[config.mk]
export PLATFORM = sky130hd
export DESIGN_NAME = fp16_dot_sched
export DESIGN_NICKNAME = d
export VERILOG_FILES = /design/src/rtl/fp16_dot_sched.sv
export SDC_FILE = /design/constraint.sdc
export NUM_CORES = 1
export LEC_CHECK = 0
export CORE_ASPECT_RATIO = 1.75
export CORE_MARGIN = 2
export CORE_UTILIZATION = 39
export CTS_BUF_LIST = sky130_fd_sc_hd__clkbuf_4 sky130_fd_sc_hd__clkbuf_8 sky130_fd_sc_hd__clkbuf_16
export DETAILED_ROUTE_END_ITERATION = 16
export PLACE_DENSITY = 0.8
export REMOVE_ABC_BUFFERS = 1
export SYNTH_ARGS = -nofsm -noshare
export SYNTH_HDL_FRONTEND = slang
export SYNTH_SLANG_ARGS = --single-unit
[constraint.sdc]
create_clock -name CLK -period 2.3 [get_ports CLK]
set_input_delay 0.23 -clock CLK [delete_from_list [all_inputs] [get_ports CLK]]
set_output_delay 0.23 -clock CLK [all_outputs]
set_load 0.1 [all_outputs]
[src/rtl/fp16_dot_sched.sv]
// -----------------------------------------------------------------------------
// fp16_dot_sched
//
// Sequencer for an fp16 dot product of length len. It clears the shared MAC
// accumulator, then reads one operand pair per cycle from two synchronous-read
// memories and streams each pair into the MAC. After the last pair it waits out
// the MAC pipeline latency, captures the accumulator and pulses done. This
// block does no arithmetic; fp16 values pass through unmodified.
//
// Optional feature macro: FP16_DOT_ZERO_SKIP_EN
//   When defined, mac_en is suppressed for any element whose A or B operand is
//   +/-0. The element still uses its issue slot, so timing does not change.
//   The extra output skip_cnt counts the suppressed elements of the current run.
//
// Parameters:
//   LEN_W    width of len and of the element counter (max len = 2^LEN_W-1)
//   AW       operand memory address width (AW >= LEN_W)
//   MAC_LAT  cycles from a mac_en cycle until that product shows on mac_acc
//
// Ports:
//   CLK       clock, rising edge
//   RESET     synchronous active-high reset
//   start     begin a dot product (sampled only in IDLE)
//   len       element count, latched when start is accepted
//   busy      high in every state except IDLE
//   done      one-cycle pulse; result is valid in that cycle
//   result    captured fp16 dot product, cleared on each accepted start
//   rd_en     operand memory read strobe
//   rd_addr   operand memory address (shared by both memories)
//   rd_a      memory A data, valid the cycle after rd_en
//   rd_b      memory B data, valid the cycle after rd_en
//   mac_clr   clear the MAC accumulator to +0
//   mac_en    MAC consumes mac_a/mac_b this cycle
//   mac_a     operand A to the MAC
//   mac_b     operand B to the MAC
//   mac_acc   MAC accumulator value
//   skip_cnt  (FP16_DOT_ZERO_SKIP_EN only) number of skipped elements
// -----------------------------------------------------------------------------
module fp16_dot_sched #(
   parameter int LEN_W   = 8,
   parameter int AW      = 8,
   parameter int MAC_LAT = 3
) (
   input  logic             CLK,
   input  logic             RESET,
   input  logic             start,
   input  logic [LEN_W-1:0] len,
   output logic             busy,
   output logic             done,
   output logic [15:0]      result,
   output logic             rd_en,
   output logic [AW-1:0]    rd_addr,
   input  logic [15:0]      rd_a,
   input  logic [15:0]      rd_b,
   output logic             mac_clr,
   output logic             mac_en,
   output logic [15:0]      mac_a,
   output logic [15:0]      mac_b,
   input  logic [15:0]      mac_acc
`ifdef FP16_DOT_ZERO_SKIP_EN
   ,
   output logic [LEN_W-1:0] skip_cnt
`endif
);

   localparam int DRAIN_W = (MAC_LAT < 1) ? 1 : $clog2(MAC_LAT + 1);

   typedef enum logic [2:0] {
      S_IDLE,
      S_CLEAR,
      S_ISSUE,
      S_DRAIN,
      S_DONE
   } state_t;

   state_t             state, state_nxt;
   logic [LEN_W-1:0]   len_q, len_nxt;
   logic [LEN_W-1:0]   idx_q, idx_nxt;
   logic [DRAIN_W-1:0] drain_q, drain_nxt;
   logic [15:0]        result_q, result_nxt;
   logic               busy_q, busy_nxt;
   logic               done_q, done_nxt;
   logic               rd_en_q, rd_en_nxt;
   logic               mac_clr_q, mac_clr_nxt;
   logic               run_accept;

   // Read-data valid: memory data arrives one cycle after each rd_en.
   logic               valid_q;
   logic [15:0]        hold_a_q, hold_b_q;

   // ---------------------------------------------------------------------------
   // Next-state and next-output logic
   // ---------------------------------------------------------------------------
   // NOTE: every signal gets a default before the case so no path leaves one
   // unassigned, which would otherwise infer a latch.
   always_comb begin
      state_nxt   = state;
      len_nxt     = len_q;
      idx_nxt     = idx_q;
      drain_nxt   = drain_q;
      result_nxt  = result_q;
      rd_en_nxt   = 1'b0;
      mac_clr_nxt = 1'b0;
      done_nxt    = 1'b0;
      run_accept  = 1'b0;

      case (state)
         S_IDLE: begin
            if (start) begin
               run_accept = 1'b1;
               result_nxt = 16'h0000;
               if (len != '0) begin
                  len_nxt     = len;
                  idx_nxt     = '0;
                  mac_clr_nxt = 1'b1;
                  state_nxt   = S_CLEAR;
               end else begin
                  // Empty dot product: no reads, no clear, result is +0.
                  done_nxt  = 1'b1;
                  state_nxt = S_DONE;
               end
            end
         end

         S_CLEAR: begin
            rd_en_nxt = 1'b1;
            idx_nxt   = '0;
            state_nxt = S_ISSUE;
         end

         S_ISSUE: begin
            // Compare against len-1 so a full-scale len never needs idx to
            // count past the top of its range.
            if (idx_q == len_q - LEN_W'(1)) begin
               // The cycle entered next is the final mac_en cycle.
               drain_nxt = DRAIN_W'(MAC_LAT);
               state_nxt = S_DRAIN;
            end else begin
               rd_en_nxt = 1'b1;
               idx_nxt   = idx_q + LEN_W'(1);
            end
         end

         S_DRAIN: begin
            if (drain_q == '0) begin
               result_nxt = mac_acc;
               done_nxt   = 1'b1;
               state_nxt  = S_DONE;
            end else begin
               drain_nxt = drain_q - DRAIN_W'(1);
            end
         end

         S_DONE: begin
            state_nxt = S_IDLE;
         end

         default: begin
            state_nxt = S_IDLE;
         end
      endcase

      busy_nxt = (state_nxt != S_IDLE);
   end

   // ---------------------------------------------------------------------------
   // State and output registers
   // ---------------------------------------------------------------------------
   // NOTE: sequential state uses non-blocking assignments so every register
   // samples pre-edge values regardless of process ordering.
   always_ff @(posedge CLK) begin
      if (RESET) begin
         state     <= S_IDLE;
         len_q     <= '0;
         idx_q     <= '0;
         drain_q   <= '0;
         result_q  <= '0;
         busy_q    <= 1'b0;
         done_q    <= 1'b0;
         rd_en_q   <= 1'b0;
         mac_clr_q <= 1'b0;
         valid_q   <= 1'b0;
         hold_a_q  <= '0;
         hold_b_q  <= '0;
      end else begin
         state     <= state_nxt;
         len_q     <= len_nxt;
         idx_q     <= idx_nxt;
         drain_q   <= drain_nxt;
         result_q  <= result_nxt;
         busy_q    <= busy_nxt;
         done_q    <= done_nxt;
         rd_en_q   <= rd_en_nxt;
         mac_clr_q <= mac_clr_nxt;
         valid_q   <= rd_en_q;
         if (valid_q) begin
            hold_a_q <= rd_a;
            hold_b_q <= rd_b;
         end
      end
   end

   assign busy    = busy_q;
   assign done    = done_q;
   assign result  = result_q;
   assign rd_en   = rd_en_q;
   assign rd_addr = AW'(idx_q);
   assign mac_clr = mac_clr_q;

   // Memory data is only present in the valid cycle, so the operands come
   // straight from the memories then and from the hold registers otherwise.
   // This keeps mac_en aligned with the data without an extra pipeline stage.
   assign mac_a = valid_q ? rd_a : hold_a_q;
   assign mac_b = valid_q ? rd_b : hold_b_q;

`ifdef FP16_DOT_ZERO_SKIP_EN
   logic             zero_op;
   logic [LEN_W-1:0] skip_q;

   // +0 and -0 differ only in the sign bit.
   assign zero_op = (rd_a[14:0] == 15'd0) || (rd_b[14:0] == 15'd0);
   assign mac_en  = valid_q && !zero_op;

   always_ff @(posedge CLK) begin
      if (RESET) begin
         skip_q <= '0;
      end else if (run_accept) begin
         skip_q <= '0;
      end else if (valid_q && zero_op) begin
         skip_q <= skip_q + LEN_W'(1);
      end
   end

   assign skip_cnt = skip_q;
`else
   assign mac_en = valid_q;
`endif

endmodule

==> impl_results.md <==
- Layout cell share with drive strength beyond 1: approximately 33%
- Sequential power share: 35.6%
- Worst EP arrival: between 2 and 3 ns
- WP data required: 2.48 ns
- Final period utilization: 100.6%
- Reg2reg start: len_q[2]$_SDFFE_PP0P_
- Synth cell count leaders: 74 x dfxtp_1, 34 x and2_1, 32 x mux2_2
- R2r setup slk: -0.01 ns
- Final Hold Viols: 0
- Num rows: between 40 and 50
- Comb pwr share: ~25%
- Slew Limit Headroom: 35.24%
- Pint: approximately 2.7 mW
- Yosys cell types: 39
- First-pass GRT wire length: 12.71 mm
- Violated checks: negative setup slack
- Max clock buf depth: 2
- Setup violations, final: 2
- Number of synthesized flops with an enable pin: 0
- Fmax: between 400 and 500 MHz
- Avg Inst Size Synth: ~9.8 µm²
- Async SR Flop Fraction: 0%
- Tightest Pin Transition: slightly below 1 ns
- Vias in the first global route: about 2,700
- Critical register-to-register path endpoint: rd_addr[6]$_SDFFE_PP0P_
- Worst vdd ir: between 0.0004 and 0.0005 V
- Mapped Area: 0.003097 mm²
- Worst reg-to-reg path cell count: 8
- TritonCTS Buffers: 9
- Cell taking the most area after synthesis: dfxtp_1
- Setup WS post-layout: -0.01464 ns
- Clock H-tree levels: 3
- Worst Hold End: result[10]$_SDFFE_PP0P_
- CTS Sinks: 74
- Die X: between 70 and 80 µm
- Yosys top cell area share: 47.84%
- Min cycle time layout: 2.315 ns
- Ys Warns: 0
- Initial DRC Count: between 100 and 150
- Clk pwr share: roughly 40%
- Yosys reg bits: 74
- Post-route ant nets: 0
- Max-Cap Viols: 0
- Layout Nets: between 500 and 600
- Final wirelength: about 8.4 mm
- Cell Count, Final, Fillers Out: 542
- Util after Layout: approximately two thirds
- Setup crit end kind: register
- Most frequent cell after synthesis: dfxtp_1
- Vias: about 2,800
- Core Box Area: between 0.007 and 0.008 mm²
- Ports: 120
- GRT Total Usage: a little under a fifth
- Vias/cell: 5.142
- Count of pins over their slew limit: 0
- HPWL after detailed placement: 6.049 mm
- Clk pin slew, worst setup/hold paths: ~0.060 ns
- Min-delay src: result[10]$_SDFFE_PP0P_
- Area Overhead vs Synth: 65.37%
- Final clock skew: between 0.006 and 0.007 ns
- Post-synthesis sequential area ratio: a little under half
- Net Sw Frac: roughly 29%
- Residual DRC: 0
- Grt total ovfl: 0
- Routability Congestion: a little over 0.9
- HP Class: reg2reg
- DR pass1 iterations: 4
- Clk root buf: clkbuf_16
- Input/output buffers: between 100 and 150
- Routed wire length per instance: ~15 µm
- Unrepaired setup endpoints after global routing: yes
- Status: finished, violations left
- LEAKAGE: between 2 and 2.5 nW
- Synth area leaders: dfxtp_1 48%, mux2_2 12%, and2_1 6.9%
- CTS tree: done
- Filler Cells Inserted: slightly below 600
- Clk_lat worst skew: 0.33 ns
- WHS Path Cells: 2
- ANT cells: 0
- Placed cell count: 524
- Die H: about 120 µm
- Initial antenna violation count: 0
- Final hold slack: between 0.4 and 0.5 ns
- Cell count after synthesis: approximately 320
- Top_reg_cell synth: dfxtp_1
- Largest net degree at the start of global routing: 34
- Max FO, Critical Path: 6
- CP Launch Type: register
- Pwr/cell area: between 700 and 800 mW/mm²
- CP Class: reg2reg
- Die Footprint: between 0.008 and 0.009 mm²
- Place WS: -0.05313 ns
- NetSw: 1.119 mW
- Starting Density: slightly below 40%
## power groups by stage
stage / logic, mW / clock network, mW / registers, mW
floorplan: 0.460 / 0 / 1.47
global placement: 0.894 / 0 / 1.38
detailed placement: 0.907 / 0 / 1.38
CTS: 0.913 / 1.54 / 1.35
global route: 0.981 / 1.60 / 1.36
finish: 0.937 / 1.51 / 1.35
## how the worst max path moves through the flow
stage	from	end	slack [ns]	depth (start not counted)
6_report	len_q[2]$_SDFFE_PP0P_	rd_addr[6]$_SDFFE_PP0P_	-0.01	8
5_1_grt	len_q[0]$_SDFFE_PP0P_	busy$_SDFF_PP0_	-0.15	10
4_1_cts	len_q[2]$_SDFFE_PP0P_	rd_addr[6]$_SDFFE_PP0P_	-0.01	8
3_5_place_dp	len_q[0]$_SDFFE_PP0P_	rd_addr[6]$_SDFFE_PP0P_	-0.05	8
3_3_place_gp	len_q[0]$_SDFFE_PP0P_	rd_addr[4]$_SDFFE_PP0P_	0.01	8
2_1_floorplan	rd_addr[5]$_SDFFE_PP0P_	rd_addr[6]$_SDFFE_PP0P_	-0.39	7
## cell type report
| class | instances | area [µm²] | share of cell area [%] |
|---|---|---|---|
| clock buffer | 10 | 239.0 | 4.667 |
| clock inverter | 6 | 87.58 | 1.710 |
| inverter | 6 | 22.52 | 0.4398 |
| multi-input combinational | 219 | 1584 | 30.93 |
| sequential | 74 | 1485 | 29.00 |
| tap | 90 | 112.6 | 2.199 |
| timing repair buffer | 137 | 1590 | 31.05 |
## cell usage in the layout, fill, tap and decap left out, types with 2 or more instances in the layout
cell type         n
inv_1             6
and3_1            3
a21boi_0          2
nor3_1            5
xnor2_1           4
a211oi_1          3
nand2b_1          3
and2_1           34
o211a_1           2
bufinv_16         2
dfxtp_1          71
a22o_1           10
buf_12           33
clkinv_2          2
nor2b_1           3
clkbuf_16         9
ha_1              3
mux2_2           32
nor2_1           18
a21oi_2           2
buf_4            45
a31o_2            2
nand2_1          28
or2_2             2
nor4_1            3
dfxtp_2           3
a22oi_1           2
nand3_1          13
xor2_1            9
clkdlybuf4s50_1  58
a21oi_1          17
## logic make-up after synthesis
family | synth area share [%]
flops | 47.84
xor+xnor | 3.960
compound gates | 12.53
simple gates | 19.80
fa+ha+maj | 1.212
buf+inv | 2.707
mux | 11.96
## critical path, stage by stage (launching register included)
cell and delay, ns:
dfxtp_2 0.32, or4_4 0.55, o21ai_2 0.16, or3b_4 0.42, o41ai_4 0.22, buf_6 0.17, a211o_4 0.12, xor2_1 0.16
nor2_1 0.05
## through the flow
stage          power (mW)  setup TNS, ns  instance area (µm²)
2_1_floorplan       1.928         -23.65                 3035
6_report            3.802       -0.02150                 5121
3_5_place_dp        2.287        -0.1126                 4720
5_1_grt             3.942        -0.8166                 5121
3_3_place_gp        2.272              0                 4720
4_1_cts             3.804       -0.01764                 5056
## routing by layer
metal | wire length, µm | GRT usage [%]
met3 | 388 | 3.391
met2 | 4549 | 33.39
met4 | 260 | 10.50
met5 | 0 | 0
met1 | 3180 | 20.28
## flip-flops by register name (all words and copies together) (netlist names)
signal	flops
busy	1
hold_b_q	16
drain_q	2
state	3
mac_en	1
mac_clr	1
len_q	8
hold_a_q	16
done	1
rd_en	1
rd_addr	8
result	16
## repair_timing
action                                  in CTS  in global routing
hold buffers                                 0                  0
gates resized for setup                      3                 10
buffers inserted                             0                  2
endpoints found under the setup margin       7                 12
pin swaps                                    4                  2
No activity file was read; power rests on OpenSTA's default activity.
